## src/rtl/posit_pkg.sv

```systemverilog
// Shared posit definitions: default geometry, special patterns and the decoded-value
// bundle that the arithmetic front ends hand to the encoder.
package posit_pkg;

  localparam int unsigned POSIT_N  = 8;
  localparam int unsigned POSIT_ES = 3;
  localparam int unsigned POSIT_RS = $clog2(POSIT_N);
  localparam int unsigned POSIT_FW = POSIT_N;
  localparam int unsigned POSIT_SW = POSIT_ES + POSIT_RS + 1;

  localparam logic [POSIT_N-1:0] POSIT_NAR  = {1'b1, {(POSIT_N-1){1'b0}}};
  localparam logic [POSIT_N-1:0] POSIT_ZERO = '0;

  localparam logic [POSIT_N-2:0] POSIT_MAXPOS_BODY = '1;
  localparam logic [POSIT_N-2:0] POSIT_MINPOS_BODY = {{(POSIT_N-2){1'b0}}, 1'b1};

  typedef struct packed {
    logic                sign;
    logic [POSIT_SW-1:0] scale;
    logic [POSIT_FW-1:0] frac;
    logic                sticky;
    logic                zero;
    logic                nar;
  } posit_dec_t;

endpackage

```

## src/rtl/posit_round_rne.sv

```systemverilog
// Round-to-nearest-even on a posit body; a carry out of the body clamps to maxpos.
module posit_round_rne
  import posit_pkg::*;
#(
  parameter int unsigned BW = POSIT_N - 1
) (
  input  logic [BW-1:0] body,
  input  logic          l,
  input  logic          g,
  input  logic          r,
  input  logic          s,
  output logic [BW-1:0] rounded,
  output logic          ovf
);

  logic [BW:0] sum;

  always_comb begin
    sum     = {1'b0, body} + {{BW{1'b0}}, (g & (r | s | l))};
    ovf     = sum[BW];
    rounded = ovf ? '1 : sum[BW-1:0];
  end

endmodule

```

## src/rtl/posit_encoder_pipe.sv

```systemverilog
// Three-stage posit pack-and-round pipeline: field split, regime shift, round/sign/specials,
// with a single global advance shared by all stages.
module posit_encoder_pipe
  import posit_pkg::*;
#(
  parameter int unsigned N  = POSIT_N,
  parameter int unsigned ES = POSIT_ES,
  parameter int unsigned RS = $clog2(N),
  parameter int unsigned FW = N,
  parameter int unsigned SW = ES + RS + 1
) (
  input  logic          clk,
  input  logic          n_rst,
  input  logic          in_valid,
  output logic          in_ready,
  input  logic          in_sign,
  input  logic [SW-1:0] in_scale,
  input  logic [FW-1:0] in_frac,
  input  logic          in_sticky,
  input  logic          in_zero,
  input  logic          in_nar,
  output logic          out_valid,
  input  logic          out_ready,
  output logic [N-1:0]  out_posit
);

  localparam int unsigned KW = SW - ES;
  localparam int unsigned VW = N + ES + FW;
  localparam logic signed [KW-1:0] K_MAX = KW'(N - 2);
  localparam logic signed [KW-1:0] K_MIN = -K_MAX;
  localparam logic [N-1:0]   NAR    = {1'b1, {(N-1){1'b0}}};
  localparam logic [N-2:0]   MAXPOS = '1;
  localparam logic [N-2:0]   MINPOS = {{(N-2){1'b0}}, 1'b1};

  typedef struct packed {
    logic          sign;
    logic [KW-1:0] k;
    logic [ES-1:0] e;
    logic [FW-1:0] frac;
    logic          sticky;
    logic          zero;
    logic          nar;
    logic          sat_hi;
    logic          sat_lo;
  } s1_t;

  typedef struct packed {
    logic         sign;
    logic [N-2:0] body;
    logic         g;
    logic         r;
    logic         s;
    logic         sat_hi;
    logic         sat_lo;
    logic         zero;
    logic         nar;
  } s2_t;

  logic v1, v2, adv;
  s1_t  s1, s1_next;
  s2_t  s2, s2_next;

  assign adv      = out_ready | ~out_valid;
  assign in_ready = adv;

  // Stage 1: the floor of scale/2^ES is simply the upper slice of the signed scale.
  logic signed [KW-1:0] k_in;

  always_comb begin
    k_in           = $signed(in_scale[SW-1:ES]);
    s1_next        = '0;
    s1_next.sign   = in_sign;
    s1_next.k      = k_in;
    s1_next.e      = in_scale[ES-1:0];
    s1_next.frac   = in_frac;
    s1_next.sticky = in_sticky;
    s1_next.zero   = in_zero;
    s1_next.nar    = in_nar;
    s1_next.sat_hi = (k_in > K_MAX);
    s1_next.sat_lo = (k_in < K_MIN);
  end

  // Stage 2: seed {~neg, neg} and arithmetic-shift; the fill bit builds the run of ones (k >= 0)
  // or zeros (k < 0), with ~k as the shift so that -k zeros precede the terminating 1.
  logic          kneg;
  logic [RS-1:0] shamt;
  logic [VW-1:0] vec, shifted;

  always_comb begin
    kneg         = s1.k[KW-1];
    shamt        = kneg ? ~s1.k[RS-1:0] : s1.k[RS-1:0];
    vec          = {~kneg, kneg, s1.e, s1.frac, {(N-2){1'b0}}};
    shifted      = $signed(vec) >>> shamt;
    s2_next        = '0;
    s2_next.sign   = s1.sign;
    s2_next.body   = shifted[VW-1 -: N-1];
    s2_next.g      = shifted[VW-N];
    s2_next.r      = shifted[VW-N-1];
    s2_next.s      = (|shifted[VW-N-2:0]) | s1.sticky;
    s2_next.sat_hi = s1.sat_hi;
    s2_next.sat_lo = s1.sat_lo;
    s2_next.zero   = s1.zero;
    s2_next.nar    = s1.nar;
  end

  // Stage 3
  logic [N-2:0] rounded, body_f;
  logic         ovf;
  logic [N-1:0] mag, res;

  posit_round_rne #(.BW(N - 1)) u_round (
    .body    (s2.body),
    .l       (s2.body[0]),
    .g       (s2.g),
    .r       (s2.r),
    .s       (s2.s),
    .rounded (rounded),
    .ovf     (ovf)
  );

  always_comb begin
    if (s2.sat_hi)      body_f = MAXPOS;
    else if (s2.sat_lo) body_f = MINPOS;
    else                body_f = rounded;
    mag = {1'b0, body_f};
    if (s2.nar)       res = NAR;
    else if (s2.zero) res = '0;
    else              res = s2.sign ? -mag : mag;
  end

  always_ff @(posedge clk or negedge n_rst) begin
    if (!n_rst) begin
      v1        <= 1'b0;
      v2        <= 1'b0;
      s1        <= '0;
      s2        <= '0;
      out_valid <= 1'b0;
      out_posit <= '0;
    end else if (adv) begin
      v1        <= in_valid;
      s1        <= s1_next;
      v2        <= v1;
      s2        <= s2_next;
      out_valid <= v2;
      out_posit <= res;
    end
  end

endmodule

```

## config.mk

```make
export PLATFORM = sky130hd
export DESIGN_NAME = posit_encoder_pipe
export DESIGN_NICKNAME = d
export VERILOG_FILES = /design/src/rtl/posit_pkg.sv /design/src/rtl/posit_round_rne.sv /design/src/rtl/posit_encoder_pipe.sv
export SDC_FILE = /design/constraint.sdc
export NUM_CORES = 1
export LEC_CHECK = 0
export CORE_ASPECT_RATIO = 0.9
export CORE_MARGIN = 10
export CORE_UTILIZATION = 60
export CTS_CLUSTER_SIZE = 40
export DETAILED_ROUTE_END_ITERATION = 16
export HOLD_SLACK_MARGIN = 0.03
export PLACE_DENSITY = 0.91
export SETUP_SLACK_MARGIN = 0.1
export SLEW_MARGIN = 10
export SYNTH_ARGS = -nofsm -noshare
export SYNTH_HDL_FRONTEND = slang
export SYNTH_HIERARCHICAL = 1
export SYNTH_SLANG_ARGS = --single-unit
```

## constraint.sdc

```tcl
create_clock -name clk -period 6.35 [get_ports clk]
set_input_delay 1.5875 -clock clk [delete_from_list [all_inputs] [get_ports clk]]
set_output_delay 1.5875 -clock clk [all_outputs]
set_load 0.02 [all_outputs]
```

# After elaboration in Yosys (flattened, before gate mapping)
# Cells that the tools add are included.
[op_classes]
addsub = 2
magnitude_cmp = 2
n_shift = 1
mux = 7
bitwise = 8
n_reduce_logical = 1
[ops]
columns = ["cell", "n"]
rows = [
  ["8-bit two-way mux", 3],
  ["7-bit two-way mux", 3],
  ["19-bit by 3-bit >>> shifter with 19-bit output", 1],
  ["10-bit OR reduction", 1],
  ["7-bit by 1-bit adder with 8-bit output", 1],
  ["7-bit negator with 8-bit output", 1],
  ["4-bit greater-than comparator (second input constant)", 1],
  ["4-bit < comparator (second input constant)", 1],
  ["1-bit OR", 4],
  ["3-bit two-way mux", 1],
  ["3-bit inverter", 1],
  ["1-bit inverter", 2],
  ["1-bit bitwise AND", 1],
]
[totals]
reg_bits = 47
inputBits = 23
out_inout_bits = 10
elab_cells = 43

# Longest topological paths before layout
[depth]
word_depth = 11
ltp_mapped = 12
depth_no_buf = 12

# By module
# The synthesis kept the hierarchy.
[by_module_without_submodules]
columns = ["mod", "instances", "cells_each", "area_each_um2", "seq_area_each_um2"]
rows = [
  ["posit_encoder_pipe", 1, 305, 2610.0, 1176.1],
  ["posit_round_rne", 1, 23, 162.7, 0.0],
]

# Worst setup path before layout
# No wires, ideal clock.
[synth_timing]
kind = "input-to-output"
start = "input port out_ready"
end = "output port in_ready"
arrival_time_ns = 2.285
required_time_ns = 4.762
path_slack_ns = 2.477
stages = 3
path_buffers = 1
cell_sequence = "nor2b_1 -> clkinv_1 -> clkbuf_1"
[synth_via]
elab_chain_cells = 1
[synth_lines]
columns = ["element", "line", "text"]
rows = [
  ["start, declared", "posit_encoder_pipe.sv:23", "input logic out_ready,"],
  ["1-bit OR", "posit_encoder_pipe.sv:63", "assign adv = out_ready | ~out_valid;"],
  ["end, declared", "posit_encoder_pipe.sv:15", "output logic in_ready,"],
]
# Every way passes these cells.

# Worst setup path after layout
# Ends and elaborated chain as after synthesis.

==> results.sh <==
export IMPL_ant_nets=0
export IMPL_power_density_nw_per_um2=415.1
export IMPL_grt_max_degree=51
export IMPL_finalCritPeriodShare=0.6958
export IMPL_port_buffers=32
export IMPL_placed_cells=400
export IMPL_avgRoutedWirePerCell_microns=14.74
export IMPL_vias_per_cell=5.782
export IMPL_r2r_end="out_posit[6]"
export IMPL_yosysWarnings=6
export IMPL_drt_iter0_markers=247
export IMPL_synth_edf_count=0
export IMPL_clock_sinks=47
export IMPL_irDropWorstVdd_mv=0.2398
export IMPL_critPathLaunchType="input port"
export IMPL_drcViolationCount=0
export IMPL_ys_ff_latch=47
export IMPL_fin_nets=371
export IMPL_multi_input_area_sq_um=1448
export IMPL_drv_cap=0
export IMPL_criticalPathCategory="input port to primary output"
export IMPL_synth_distinct_cells=58
export IMPL_clock_skew_ps=7.434
export IMPL_ys_flop_type="dfrtp_1"
export IMPL_initial_core_util=0.6216
export IMPL_antenna_cells=0
export IMPL_core_area_sq_um=4461
export IMPL_mostFrequentLayoutCells="nand2_1, dfrtp_1, clkdlybuf4s50_1"
export IMPL_grt_pass1_wl_mm=10.71
export IMPL_ios=33
export IMPL_synthesis_nets=354
export IMPL_root_buffer="clkbuf_8"
export IMPL_setup_violations=0
export IMPL_cts_tree="yes"
export IMPL_status="complete, no violations"
export IMPL_die_h_microns=84.49
export IMPL_slowest_delay_ps=550
export IMPL_p_leak_nw=1.371
export IMPL_crit_fanout=2
export IMPL_cts_resized=0
export IMPL_clock_latency_ps=310
export IMPL_cp_cell_sequence="clkdlybuf4s50_1 -> nor2b_2 -> clkinv_1 -> clkdlybuf4s50_1"
export IMPL_firstDrtPassIters=5
export IMPL_critPathCaptureType="primary output"
export IMPL_rsz0062_at_grt="no"
export IMPL_grtUsageTotal=0.1624
export IMPL_cts_max_level=2
export IMPL_routabilityCongestion=0.8370
export IMPL_worst_pin_slew_ps=1021
export IMPL_syn_to_final_growth_pct=14.67
export IMPL_antenna_found_initial=0
export IMPL_period_needed_ps=4418
export IMPL_holdBufCountCts=0
export IMPL_fin_tns_setup_ps=0
export IMPL_syn_cell_area_sq_um=2773
export IMPL_netlist_instances=328
export IMPL_cp_endpoint="in_ready"
export IMPL_post_cts_buffers=0
export IMPL_first_global_vias=2400
export IMPL_routed_wirelength_mm=6.013
export IMPL_dieArea_sq_um=7744
export IMPL_critical_path_most_common_cell="clkdlybuf4s50_1"
export IMPL_max_freq_mhz=226.3
export IMPL_final_common_cell="nand2_1"
export IMPL_seq_area_sq_um=1176
export IMPL_crit_path_start="out_ready"
export IMPL_critPathRequiredTime_ps=4760
export IMPL_num_vias=2359
export IMPL_instances_no_fill=408
export IMPL_grt_overflow=0
export IMPL_crit_slowest_cell="clkdlybuf4s50_1"
export IMPL_min_path_type="register to register"
export IMPL_cts_buffers=5
export IMPL_row_count=23
export IMPL_layout_drive_gt1_share=0.08092
export IMPL_rrSetupSlack_ps=3610
export IMPL_synthArstFlopShare=1.000
export IMPL_seq_area_frac_synth=0.4242
export IMPL_cts_buffer_depth=2
export IMPL_r2r_cells=12
export IMPL_hold_viol_final=0
export IMPL_synth_avg_cell_area_sq_um=8.453
export IMPL_die_x_microns=91.66
export IMPL_timing_slew_headroom=0.3192
export IMPL_n_fill_cell=326
export IMPL_slew_violations=0
export IMPL_dp_hpwl_mm=4.199
export IMPL_cts_clk_slew_worst_paths_ps=90
export IMPL_finalPower_mw=1.320
export IMPL_crit_arrival_ps=2830
export IMPL_r2r_start="s2[4]"
## worst max-delay path: cells and delay by family
kind                   cells  cell delay [ps]
buffers and inverters      3             1070
and+or+nand+nor            1              170
## through the flow
step	worst slack [ps]	hold slack, ps	util	cell area (sq um)
floorplan	2477	430.0	-	2773
global placement	1913	441.4	0.6870	3064
detailed placement	1940	458.7	0.6870	3064
CTS	1924	482.4	0.7128	3179
global route	1881	508.1	0.7128	3179
finish	1932	474.6	0.7128	3179
## area by class of cell
class                   instances  area share
inverters                       8     0.01023
clock buffers                   5     0.02165
well taps                      62     0.02440
flip-flops and latches         47      0.3699
clock inverters                 3     0.01456
multi-input cells             249      0.4553
repair buffers                 34      0.1039
## flip-flops by register name, summed over array words and instances (netlist names)
signal / count
kneg: 1
s2: 15
out_posit: 8
v1: 1
s1: 20
v2: 1
out_valid: 1
## where the power goes
| part | leakage, nW | switching (mW) | internal, mW |
|---|---|---|---|
| clock | 0.0548 | 0.106 | 0.119 |
| combinational | 0.744 | 0.299 | 0.277 |
| sequential | 0.572 | 0.130 | 0.389 |
## Yosys cell counts, types with 3 or more instances
master | count | area [sq um]
dfrtp_1 | 47 | 1176
inv_1 | 6 | 22.52
buf_2 | 5 | 25.02
nand2b_1 | 6 | 37.54
nand2_1 | 90 | 337.8
a22oi_1 | 4 | 30.03
mux2i_1 | 3 | 30.03
clkbuf_1 | 14 | 52.55
xnor2_1 | 4 | 35.03
mux4_2 | 5 | 112.6
nor2b_1 | 5 | 31.28
ha_1 | 3 | 37.54
a2111oi_0 | 3 | 26.28
nor2_1 | 16 | 60.06
nor3_1 | 5 | 25.02
nand3_1 | 7 | 35.03
a31oi_1 | 4 | 25.02
a21oi_1 | 21 | 105.1
o21ai_0 | 29 | 145.1
## worst min-delay path by stage
| stage | from | endpoint | slack (ps) | depth (start not counted) |
|---|---|---|---|---|
| floorplan | v2 | v2 | 430 | 2 |
| global placement | v2 | v2 | 440 | 2 |
| detailed placement | s1[2] | s2[0] | 460 | 2 |
| CTS | s1[2] | s2[0] | 480 | 2 |
| global route | s1[2] | s2[0] | 510 | 2 |
| finish | s1[2] | s2[0] | 470 | 2 |
## logic make-up (layout without fill, tap and decap cells)
kind of cell | after synthesis | after routing | synth area share
AO/OA/AOI/OAI | 83 | 83 | 0.1859
adder cells (fa/ha/maj) | 3 | 3 | 0.01354
AND/OR/NAND/NOR | 145 | 145 | 0.2315
multiplexers | 10 | 10 | 0.05957
flip-flops | 47 | 47 | 0.4242
XOR/XNOR | 8 | 8 | 0.03069
buffers and inverters | 32 | 50 | 0.05460
## layer usage
layer | GRT usage | share of wire | vias to the layer above
met5 | 0 | 0 | -
met4 | 0.06543 | 0.014 | 0
met3 | 0.03915 | 0.056 | 9
met2 | 0.2660 | 0.48 | 69
met1 | 0.2009 | 0.45 | 1116
li1 | - | - | 1165
No activity file was read; power rests on OpenSTA's default activity.
